## src/rtl/vga_timing_pattern_gen.sv

```systemverilog
// vga_timing_pattern_gen: parametrised VGA raster timing with debounced, frame-synchronous test-pattern selection.
module vga_timing_pattern_gen #(
  parameter int H_ACT    = 640,
  parameter int H_FP     = 16,
  parameter int H_SYNC   = 96,
  parameter int H_BP     = 48,
  parameter int V_ACT    = 480,
  parameter int V_FP     = 10,
  parameter int V_SYNC   = 2,
  parameter int V_BP     = 33,
  parameter int SYNC_POL = 0,
  parameter int COLOR_W  = 4,
  parameter int CNT_W    = 12,
  parameter int DEBOUNCE = 250000,
  parameter int CHK_LOG2 = 5
) (
  input  logic               vga_clk,
  input  logic               rst_n,
  input  logic               pb_up,
  output logic               h_sync,
  output logic               v_sync,
  output logic               de,
  output logic [COLOR_W-1:0] red,
  output logic [COLOR_W-1:0] green,
  output logic [COLOR_W-1:0] blue,
  output logic [CNT_W-1:0]   pix_x,
  output logic [CNT_W-1:0]   pix_y,
  output logic               frame_start,
  output logic [3:0]         pattern_sel
);
  localparam int H_TOTAL = H_ACT + H_FP + H_SYNC + H_BP;
  localparam int V_TOTAL = V_ACT + V_FP + V_SYNC + V_BP;
  localparam int BAR_W = H_ACT / 8;
  localparam int DB_W = $clog2(DEBOUNCE + 1);
  localparam logic SP = 1'(SYNC_POL);
  // {r,g,b} per colour index: white, black, red, green, blue, yellow, cyan, magenta
  localparam logic [23:0] SOLID = {3'b101, 3'b011, 3'b110, 3'b001, 3'b010, 3'b100, 3'b000, 3'b111};
  logic [CNT_W-1:0] h_cnt, v_cnt, bar_px;
  logic [2:0] bar_idx, bits;
  logic h_end, v_end, wrap, de_n, grad;
  logic sync0, sync1, sync2, db, db_d, rise, pending;
  logic [DB_W-1:0] db_cnt;
  logic [3:0] pat;
  logic [COLOR_W-1:0] r_n, g_n, b_n;
  assign h_end = h_cnt == CNT_W'(H_TOTAL - 1);
  assign v_end = v_cnt == CNT_W'(V_TOTAL - 1);
  assign wrap = h_end && v_end;
  assign rise = db && !db_d;
  always_ff @(posedge vga_clk or negedge rst_n) begin
    if (!rst_n) begin
      h_cnt <= '0;
      v_cnt <= '0;
    end else begin
      h_cnt <= h_end ? '0 : h_cnt + 1'b1;
      if (h_end) v_cnt <= v_end ? '0 : v_cnt + 1'b1;
    end
  end
  // bar index tracks h_cnt with a per-bar pixel counter instead of a divider
  always_ff @(posedge vga_clk or negedge rst_n) begin
    if (!rst_n) begin
      bar_px  <= '0;
      bar_idx <= '0;
    end else if (h_end) begin
      bar_px  <= '0;
      bar_idx <= '0;
    end else if (bar_px == CNT_W'(BAR_W - 1)) begin
      bar_px  <= '0;
      bar_idx <= (bar_idx == 3'd7) ? 3'd7 : bar_idx + 3'd1;
    end else begin
      bar_px <= bar_px + 1'b1;
    end
  end
  always_ff @(posedge vga_clk or negedge rst_n) begin
    if (!rst_n) begin
      sync0   <= 1'b0;
      sync1   <= 1'b0;
      sync2   <= 1'b0;
      db_cnt  <= '0;
      db      <= 1'b0;
      db_d    <= 1'b0;
      pending <= 1'b0;
      pat     <= '0;
    end else begin
      sync0 <= pb_up;
      sync1 <= sync0;
      sync2 <= sync1;
      if (sync1 != sync2) db_cnt <= '0;
      else if (db_cnt == DB_W'(DEBOUNCE - 1)) db <= sync2;
      else db_cnt <= db_cnt + 1'b1;
      db_d <= db;
      // a rise landing on the wrap cycle stays pending for the next frame
      if (wrap) begin
        pending <= rise;
        if (pending || pat > 4'd10) pat <= (pat >= 4'd10) ? 4'd0 : pat + 4'd1;
      end else begin
        pending <= pending || rise;
      end
    end
  end
  always_comb begin
    de_n = (h_cnt < CNT_W'(H_ACT)) && (v_cnt < CNT_W'(V_ACT));
    grad = pat == 4'd10;
    bits = pat < 4'd8 ? SOLID[3*pat[2:0] +: 3] :
           pat == 4'd8 ? SOLID[3*bar_idx +: 3] :
           pat == 4'd9 ? {3{~(h_cnt[CHK_LOG2] ^ v_cnt[CHK_LOG2])}} : 3'b111;
    r_n = !de_n ? '0 : grad ? h_cnt[COLOR_W+1:2] : {COLOR_W{bits[2]}};
    g_n = !de_n ? '0 : grad ? v_cnt[COLOR_W+1:2] : {COLOR_W{bits[1]}};
    b_n = (!de_n || grad) ? '0 : {COLOR_W{bits[0]}};
  end
  always_ff @(posedge vga_clk or negedge rst_n) begin
    if (!rst_n) begin
      h_sync      <= ~SP;
      v_sync      <= ~SP;
      de          <= 1'b0;
      red         <= '0;
      green       <= '0;
      blue        <= '0;
      pix_x       <= '0;
      pix_y       <= '0;
      frame_start <= 1'b0;
      pattern_sel <= '0;
    end else begin
      h_sync      <= (h_cnt >= CNT_W'(H_ACT + H_FP) && h_cnt < CNT_W'(H_ACT + H_FP + H_SYNC)) ? SP : ~SP;
      v_sync      <= (v_cnt >= CNT_W'(V_ACT + V_FP) && v_cnt < CNT_W'(V_ACT + V_FP + V_SYNC)) ? SP : ~SP;
      de          <= de_n;
      red         <= r_n;
      green       <= g_n;
      blue        <= b_n;
      pix_x       <= h_cnt;
      pix_y       <= v_cnt;
      frame_start <= h_cnt == '0 && v_cnt == '0;
      pattern_sel <= pat;
    end
  end
endmodule

```

## config.mk

```make
export PLATFORM = sky130hd
export DESIGN_NAME = vga_timing_pattern_gen
export DESIGN_NICKNAME = d
export VERILOG_FILES = /design/src/rtl/vga_timing_pattern_gen.sv
export SDC_FILE = /design/constraint.sdc
export NUM_CORES = 1
export LEC_CHECK = 0
export ABC_CLOCK_PERIOD_IN_PS = 2300
export BUFFER_PORTS_ARGS = -buffer_cell sky130_fd_sc_hd__buf_2
export CAP_MARGIN = 20
export CORE_AREA = 2 2 123 77
export DETAILED_ROUTE_END_ITERATION = 10
export DIE_AREA = 0 0 125 79
export GPL_TIMING_DRIVEN = 0
export PLACE_DENSITY = 0.75
export SLEW_MARGIN = 20
export SYNTH_ARGS = -nofsm -noshare
export SYNTH_HDL_FRONTEND = slang
export SYNTH_SLANG_ARGS = --single-unit
```

## constraint.sdc

```tcl
create_clock -name vga_clk -period 2.3 [get_ports vga_clk]
set_input_delay 0 -clock vga_clk [delete_from_list [all_inputs] [get_ports vga_clk]]
set_output_delay 0 -clock vga_clk [all_outputs]
set_load 0.005 [all_outputs]
```

### Word level (Yosys, flattened, before mapping)

Cells that the tools add are included.

| operators by class | value |
|---|---|
| $add $sub $neg | 6 |
| multipliers | 2 |
| $lt $le $gt $ge | 9 |
| equality and inequality tests | 10 |
| shift-type cells | 2 |
| mux-type cells | 21 |
| bitwise logic cells | 3 |
| reduce and logical (&&, ||, !) cells | 16 |

Operators with widths:

| operator | count |
|---|---|
| 12-bit two-way mux | 4 |
| 24-bit by 6-bit indexed part select with 3-bit output (first input constant) | 2 |
| 12-bit by 1-bit adder with 12-bit output (second input constant) | 3 |
| 18-bit two-way mux | 2 |
| 12-bit by 10-bit == test with 1-bit output (second input constant) | 2 |
| 12-bit logical NOT | 2 |
| 12-bit by 10-bit less-than comparator with 1-bit output (second input constant) | 2 |
| 12-bit by 9-bit less-than comparator with 1-bit output (second input constant) | 2 |
| 4-bit two-way mux | 6 |
| 18-bit by 1-bit adder with 18-bit output (second input constant) | 1 |
| 18-bit == test (second input constant) | 1 |
| 3-bit two-way mux | 6 |
| 12-bit by 7-bit == test with 1-bit output (second input constant) | 1 |
| 4-bit == test (second input constant) | 3 |
| 12-bit by 10-bit >= comparator with 1-bit output (second input constant) | 1 |
| 12-bit by 9-bit >= comparator with 1-bit output (second input constant) | 1 |
| 2-bit by 3-bit multiplier with 5-bit output (first input constant) | 2 |
| 1-bit logical AND | 6 |
| 4-bit by 1-bit adder with 4-bit output (second input constant) | 1 |
| 4-bit >= comparator (second input constant) | 1 |
| 4-bit > comparator (second input constant) | 1 |
| 4-bit less-than comparator (second input constant) | 1 |
| 2-bit AND reduction | 2 |
| 3-bit by 1-bit adder with 3-bit output (second input constant) | 1 |
| 9 further kinds | 15 |

| word-level totals | value |
|---|---|
| bits in registers | 111 |
| bits of input ports | 3 |
| output and inout port bits | 44 |
| word-level logic and storage cells | 91 |

### Depth between registers and ports, before layout

Gate-level depths: netlist of the first run.

| logic depth | value |
|---|---|
| depth after elaboration | 7 |
| depth in mapped cells | 7 |
| depth with buffers taken out | 6 |

### Worst setup path after synthesis of the first run

Ideal clock, no wire load.

| timing path | value |
|---|---|
| kind | reg2reg |
| start | register h_cnt[0] |
| end | register v_cnt[1] |
| library setup time | 121 ps |
| arrival | 1773 ps |
| required time | 2179 ps |
| setup slack | 406 ps |
| cell stages (with the launch flop) | 8 |
| path buffers | 2 |
| period minus slack after synthesis | 1894 ps |
| path through | dfrtp_1 ha_1 and4_1 nand4_1 clkbuf_1 clkbuf_1 nor2_1 a22o_1 |

| between the ends | value |
|---|---|
| longest elaborated chain between the ends | 1 |

RTL lines:

| what | RTL line | text |
|---|---|---|
| from (decl) | 38 | `logic [CNT_W-1:0] h_cnt, v_cnt, bar_px;` |
| from (signal assigned) | 54 | `h_cnt <= h_end ? '0 : h_cnt + 1'b1;` |
| 12-bit by 10-bit == test with 1-bit output | 45 | `assign h_end = h_cnt == CNT_W'(H_TOTAL - 1);` |
| to (signal assigned) | 55 | `if (h_end) v_cnt <= v_end ? '0 : v_cnt + 1'b1;` |
| to (decl) | 38 |  |

No other way between the ends.
A chain may end at the register's enable or synchronous reset.

### Worst setup path after layout of the first run

| timing path | value |
|---|---|
| start | register v_cnt[5] |
| end | register pat[0] |

| between the ends | value |
|---|---|
| longest elaborated chain between the ends | 3 |

RTL lines:

| what | RTL line | text |
|---|---|---|
| 12-bit by 10-bit == test with 1-bit output | 46 | `assign v_end = v_cnt == CNT_W'(V_TOTAL - 1);` |
| 1-bit logical AND | 47 | `assign wrap = h_end && v_end;` |
| 2-bit AND reduction (no source line) | -- |  |
| to (signal assigned) | 94 | `if (pending \|\| pat > 4'd10) pat <= (pat >= 4'd10) ? 4'd0 : pat + 4'd1;` |
| to (decl) | 43 | `logic [3:0] pat;` |

No other way between the ends.

==> results of run 1 <==
-- routing by layer --
metal	up-vias	part of all wire	GRT usage
met2	128	0.43	0.3130
met4	0	0.0095	0.05667
met1	1792	0.49	0.3423
li1	1733	-	-
met5	-	0	0
met3	13	0.065	0.05660
-- flip-flops by register name, indices dropped and copies added, names as in the netlist, 3 cells and up --
register / count
pix_y: 12
pat: 4
pix_x: 12
red: 4
bar_idx: 3
green: 4
pattern_sel: 4
v_cnt: 12
bar_px: 12
db_cnt: 18
h_cnt: 12
-- metrics by stage --
stage / util / hold WS (ns) / total power, mW
4_1_cts: 0.6248 / 0.1431 / 3.567
6_report: 0.6258 / 0.1314 / 3.528
2_1_floorplan: - / -0.2956 / 1.989
5_1_grt: 0.6258 / 0.1687 / 3.659
3_3_place_gp: 0.5855 / 0.1106 / 2.037
3_5_place_dp: 0.5893 / -0.05301 / 2.048
-- logic make-up (layout without fill, tap and decap cells) --
logic type / Yosys count / after routing / synth area share
multiplexers: 5 / 5 / 0.01093
flip-flops: 108 / 108 / 0.5627
buffers and inverters: 41 / 104 / 0.03592
adder cells (fa/ha/maj): 13 / 13 / 0.03384
XOR/XNOR: 36 / 36 / 0.06559
AO/OA/AOI/OAI: 73 / 73 / 0.09735
AND/OR/NAND/NOR: 175 / 175 / 0.1937
-- cell type report --
class	instances	area, sq um
Buffer	17	87.58
Clock buffer	10	229.0
Clock inverter	5	62.56
Fill cell	698	3312
Inverter	22	82.58
Multi-Input combinational cell	302	1936
Sequential cell	108	2705
Tap cell	116	145.1
Timing Repair Buffer	50	291.5
-- cells in the final DEF (no fill, tap or decap), drive strengths merged, types with 3 or more instances in the layout --
master | netlist | final
a211oi | 7 | 7
a21oi | 18 | 18
and2 | 4 | 4
and3 | 6 | 6
and4 | 6 | 6
buf | 10 | 58
clkbuf | 9 | 17
dfrtp | 106 | 106
ha | 13 | 13
inv | 22 | 23
mux2i | 3 | 3
nand2 | 24 | 24
nand3 | 24 | 24
nand3b | 3 | 3
nand4 | 19 | 19
nor2 | 39 | 39
nor2b | 4 | 4
nor3 | 20 | 20
nor4 | 12 | 12
o21a | 6 | 6
o21ai | 21 | 21
or3 | 4 | 4
or4 | 6 | 6
xnor2 | 21 | 21
xor2 | 15 | 15
-- worst max-delay path: cells and delay by family, from the launching register on --
family / cells / cell delay [ns]
AOI/OAI and AO/OA: 1 / 0.55
and+or+nand+nor: 2 / 0.85
buffers and inverters: 1 / 0.19
muxes: 1 / 0.14
DFF: 1 / 0.37
-- power by group --
group | total (mW) | switching [mW] | internal, mW
Clock | 1.52 | 0.671 | 0.844
Sequential | 1.92 | 0.0133 | 1.91
Combinational | 0.0897 | 0.0665 | 0.0232
Total | 3.53 | 0.751 | 2.78
-- timing repair --
| item | 4_1_cts | 5_1_grt |
|---|---|---|
| setup endpoints to repair | 4 | 22 |
| gates cloned | 0 | 0 |
| setup buffers | 0 | 1 |
| pin swaps | 0 | 1 |
| hold endpoints to repair | 107 | 0 |
| hold buffers | 2 | 0 |
| gates resized for setup | 2 | 5 |
-- how the worst max path moves through the flow --
stage	from	endpoint	slack (ns)	depth (start not counted)
after floorplan	h_cnt[0]	v_cnt[1]	0.41	7
after global routing	h_cnt[0]	pending	0.005	7
final	v_cnt[5]	pat[0]	0.05	5
after detailed placement	h_cnt[0]	pat[2]	-0.05	7
after CTS	h_cnt[0]	pending	0.05	7
after global placement	h_cnt[0]	pending	-0.05	7
==> summary.md, run 1 <==
| Metric | Value |
|---|---|
| Post-synth EDFFs | 0 |
| Area of the core | 0.008851 sq mm |
| DR vias | 3,666 |
| Dpl hpwl | 7.205 mm |
| CTS H-Tree Depth | 3 |
| DRT antenna net count | 0 |
| Crit path time final | 2.253 ns |
| Global route overflow | 0 |
| Placed Instances | 614 |
| Largest net degree at the start of global routing | 66 |
| Worst Setup Slack post-DPL | -0.04599 ns |
| Setup Skew | 0.007447 ns |
| Crit-path cells | buf_2 > nor4_2 > nand4_1 > a211oi_1 > mux2i_1 |
| Number of buffers created by CTS | 9 |
| Syn Nets | 467 |
| Peak supply drop | 544.6 uV |
| Core Rows | 27 |
| Final TNS setup | 0 ns |
| Yosys cell types | 51 |
| Final hold viol count | 0 |
| IO Pins | 47 |
| Final nets | 526 |
| Post-synth top area share | 0.5518 |
| Clk_lat worst skew | 0.34 ns |
| Setup violators final | 0 |
| Final Cell Area | 0.005539 sq mm |
| GRT Total Usage | 0.2221 |
| FF+latch count, synth | 108 |
| Reg-to-reg critical path endpoint | pat[0] |
| Root Buffer Master | clkbuf_16 |
| Num Clock Sinks | 108 |
| 1st-pass router iterations | 5 |
| Routed WL | 10.49 mm |
| Pins Over Slew Limit | 0 |
| Largest fanout on the critical path | 9 |
| Type of the worst setup path | flip-flop to flip-flop |
| CTS tree | yes |
| Largest stage delay, worst path | 0.55 ns |
| DR iter-0 viols | 481 |
| DRC errors left | 0 |
| Critical Path Start Type | flip-flop |
| I/O Buffers | 46 |
| RSZ-0062 raised after global routing | false |
| R2r setup slk | 0.05 ns |
| Slew Limit Headroom | 0.4444 |
| Syn Area/Cell | 10.66 sq um |
| Share of layout cells above drive strength 1 | 0.1615 |
| Fin crit share | 0.9797 |
| Die ar. | 0.009875 sq mm |
| Ys Warns | 0 |
| Leading register cell type out of synthesis | dfrtp_1 |
| Commonest cells in the netlist | dfrtp_1, nor2_1, nand2_1, nand3_1, inv_1 |
| Achievable frequency | 443.8 MHz |
| Synth Instances | 451 |
| Die W | 125 um |
| Sequential share of the synthesized area | 0.5627 |
| Initial Util | 0.5431 |
| Final non-filler cell total | 630 |
| Leakage | 2.506 nW |
| Status | complete, no violations |
| Setup WS post-layout | 0.04674 ns |
| Data arrival time of the worst path | 2.45 ns |
| Vias in the first global route | 3,445 |
| Clock transition at path regs | 0.07 ns |
| Area Overhead vs Synth | 15.23% |
| RR Startpoint | v_cnt[5] |
| Worst Tran Pin Value | 0.8271 ns |
| Yosys top cell by area | dfrtp_1 |
| Synth async-reset ratio | 1.000 |
| Top cells by area, synth | dfrtp_1, xnor2_1, ha_1, nor2_1, xor2_1 |
| CTS max path bufs | 2 |
| Initial antenna violation count | 0 |
| Critical-path top delay cell | a211oi_1 |
| First-pass GRT wire length | 17.46 mm |
| Most frequent cell after synthesis | dfrtp_1 |
| ANT cells | 0 |
| DR WL/cell | 16.66 um |
| CP Capture Type | flip-flop |
| Min-delay worst type | primary input to asynchronous set/reset pin |
| PD cells | 636.9 mW/mm^2 |
| Required time worst endpoint | 2.50 ns |
| Max Cap Viol | 0 |
| Via-per-instance ratio | 5.819 |
| Routability cong. | 0.8351 |
| Mapped cell area | 0.004807 sq mm |
| Worst Reg-to-Reg Cells | 5 |
| DP Area | 0.005216 sq mm |
| Die Ht | 79 um |
(Power assumes the default switching activity.)
==> run 2, diff against run 1 <==
--- a/config.mk
+++ b/config.mk
@@ -12,7 +12,7 @@
 export DETAILED_ROUTE_END_ITERATION = 10
 export DIE_AREA = 0 0 125 79
 export GPL_TIMING_DRIVEN = 0
-export PLACE_DENSITY = 0.75
+export PLACE_DENSITY_LB_ADDON = 0.08
 export SLEW_MARGIN = 20
 export SYNTH_ARGS = -nofsm -noshare
 export SYNTH_HDL_FRONTEND = slang
==> run 2 against run 1 <==
  * Die area unchanged
  * Wire length grew 0.58%
  * Final area rose by 0.93%
  * Utilization rose by 0.58 points
  * Flip-flop and latch count did not move
  * Final cell count is 0.32% higher
  * Count of clock-buffer cells in the layout did not move
  * Maximum frequency up 1.7%
  * Total power rose by 4.2%
  * Sequential share of layout area decreased by 0.40 points
  * Critical path type unchanged
==> summary.md, run 2 (synthesis results as in run 1) <==
| Metric | Value |
|---|---|
| Commonest non-fill, non-tap cell in the layout | dfrtp_1 (unchanged) |
| Data arrival time of the worst path | 2.47 ns (was 2.45 ns) |
| Global route overflow | 0 (unchanged) |
| RR Startpoint | v_cnt[5] (unchanged) |
| Critical Path Source | v_cnt[5] (unchanged) |
| Core Rows | 27 (unchanged) |
| Largest fanout on the critical path | 9 (unchanged) |
| Worst Setup Slack post-DPL | -0.1257 ns (was -0.04599 ns) |
| Initial Util | 0.5431 (unchanged) |
| Achievable frequency | 451.2 MHz (was 443.8 MHz) |
| Critical Path End | pat[0] (unchanged) |
| DR WL/cell | 16.70 um (was 16.66 um) |
| Met2 usage | 0.3136 (was 0.3130) |
| DR vias | 3,646 (was 3,666) |
| Filler cells | 736 (was 698) |
| Peak supply drop | 428.5 uV (was 544.6 uV) |
| Worst Reg-to-Reg Cells | 6 (was 5) |
| Status | complete, no violations (unchanged) |
| Pins Over Slew Limit | 0 (unchanged) |
| Leakage | 2.534 nW (was 2.506 nW) |
| Largest stage delay, worst path | 0.55 ns (about the same) |
| Num Clock Sinks | 108 (unchanged) |
| Hold_ws | 0.08886 ns (was 0.1314 ns) |
| CP Capture Type | flip-flop (unchanged) |
| Worst Tran Pin Value | 0.6592 ns (was 0.8271 ns) |
| Critical-path top delay cell | nor4_2 (was a211oi_1) |
| Final nets | 527 (was 526) |
| Setup Skew | 0.009215 ns (was 0.007447 ns) |
| Vias in the first global route | 3,464 (was 3,445) |
| Area of the core | 0.008851 sq mm (unchanged) |
| IO Pins | 47 (unchanged) |
| Crit path time final | 2.216 ns (was 2.253 ns) |
| Share of layout cells above drive strength 1 | 0.1744 (was 0.1615) |
| Largest register FFs | 18 (unchanged) |
| Clk_lat worst skew | 0.35 ns (was 0.34 ns) |
| DRC errors left | 0 (unchanged) |
| Global Route met1 Usage | 0.3308 (was 0.3423) |
| Crit-path cells | buf_2 > nor4_2 > and4_1 > clkbuf_1 > o2111ai_1 > mux2i_1 (was buf_2 > nor4_2 > nand4_1 > a211oi_1 > mux2i_1) |
| Most flops, register | db_cnt (unchanged) |
| Critical Path Start Type | flip-flop (unchanged) |
| Die W | 125 um (unchanged) |
| Required time worst endpoint | 2.56 ns (was 2.50 ns) |
| DRT antenna net count | 0 (unchanged) |
| CTS tree | yes (unchanged) |
| Setup WS post-layout | 0.08368 ns (was 0.04674 ns) |
| R2r setup slk | 0.08 ns (was 0.05 ns) |
| Final hold viol count | 0 (unchanged) |
| 1st-pass router iterations | 6 (was 5) |
| Number of buffers created by CTS | 9 (unchanged) |
| Type of the worst setup path | flip-flop to flip-flop (unchanged) |
| Clock transition at path regs | 0.07 ns (about the same) |
| Largest net degree at the start of global routing | 81 (was 66) |
| GRT met3 Usage | 0.06739 (was 0.05660) |
| CTS max path bufs | 2 (unchanged) |
| First-pass GRT wire length | 17.27 mm (was 17.46 mm) |
| Slew Limit Headroom | 0.5591 (was 0.4444) |
| Most frequent cells in the layout | dfrtp_1, buf_2, nor2_1 (unchanged) |
| PD cells | 657.8 mW/mm^2 (was 636.9 mW/mm^2) |
| Via-per-instance ratio | 5.769 (was 5.819) |
| I/O Buffers | 46 (unchanged) |
| Routability cong. | 0.9058 (was 0.8351) |
| Setup violators final | 0 (unchanged) |
| CTS H-Tree Depth | 3 (unchanged) |
| Reg-to-reg critical path endpoint | pat[0] (unchanged) |
| ANT cells | 0 (unchanged) |
| Busiest grt layer | met1 (unchanged) |
| RSZ-0062 raised after global routing | false (unchanged) |
| Max Cap Viol | 0 (unchanged) |
| Root Buffer Master | clkbuf_16 (unchanged) |
| Routed WL | 10.55 mm (was 10.49 mm) |
| GRT Total Usage | 0.2216 (was 0.2221) |
| Dpl hpwl | 7.170 mm (was 7.205 mm) |
| Initial antenna violation count | 0 (unchanged) |
| Area Overhead vs Synth | 16.29% (was 15.23%) |
| Die ar. | 0.009875 sq mm (unchanged) |
| DR iter-0 viols | 258 (was 481) |
| Min-delay worst type | primary input to asynchronous set/reset pin (unchanged) |
| Die Ht | 79 um (unchanged) |
| Fin crit share | 0.9636 (was 0.9797) |
-- run 2: worst min path at each step --
stage,end,cells past startpoint
after global placement,sync0,1
after floorplan,bar_idx[0],0
after detailed placement,h_cnt[7],1
after global routing,pix_x[1],2
final,pix_x[1],2
after CTS,h_cnt[7],2
-- run 2: area by class of cell --
cell class,count,area (sq um),area share
Tap cell,116,145.1,0.02596
Buffer,17,87.58,0.01567
Inverter,22,82.58,0.01477
Multi-Input combinational cell,302,1943,0.3476
Clock buffer,10,239.0,0.04275
Timing Repair Buffer,51,299.0,0.05349
Clock inverter,6,86.33,0.01544
Sequential cell,108,2708,0.4843
-- run 2: through the flow --
stage	power (mW)	utilization	cell area, sq um	instances	setup TNS, ns
final	3.677	0.6316	5590	632	0
after global placement	2.039	0.5855	5182	613	-0.1620
after global routing	3.800	0.6316	5590	632	0
after floorplan	1.989	-	4807	451	0
after detailed placement	2.049	0.5893	5216	614	-0.2194
after CTS	3.712	0.6286	5564	632	0
-- run 2: timing repair --
| action | 4_1_cts | 5_1_grt |
|---|---|---|
| setup buffers | 0 | 2 |
| endpoints found under the setup margin | 5 | 23 |
| endpoints found under the hold margin | 107 | 0 |
| cloned | 0 | 0 |
| hold buffers | 2 | 0 |
| pin swaps | 0 | 2 |
| resized for setup | 2 | 9 |
-- run 2: where the power goes --
group / switching (mW) / leakage [nW] / internal (mW)
registers: 0.0144 / 1.40 / 1.91
logic: 0.0668 / 0.975 / 0.0234
clock network: 0.680 / 0.159 / 0.984
total: 0.761 / 2.53 / 2.92
-- run 2: critical path, delay by kind of cell, from the launching register on --
kind	cells	cell delay, ns
and+or+nand+nor	2	0.83
muxes	1	0.20
DFF	1	0.37
AOI/OAI and AO/OA	1	0.21
buffers and inverters	2	0.51
-- run 2: routing by layer --
metal,wire [um],up-vias
met5,0,-
met4,93,0
met3,600,10
met2,4522,101
met1,5339,1823
li1,-,1712
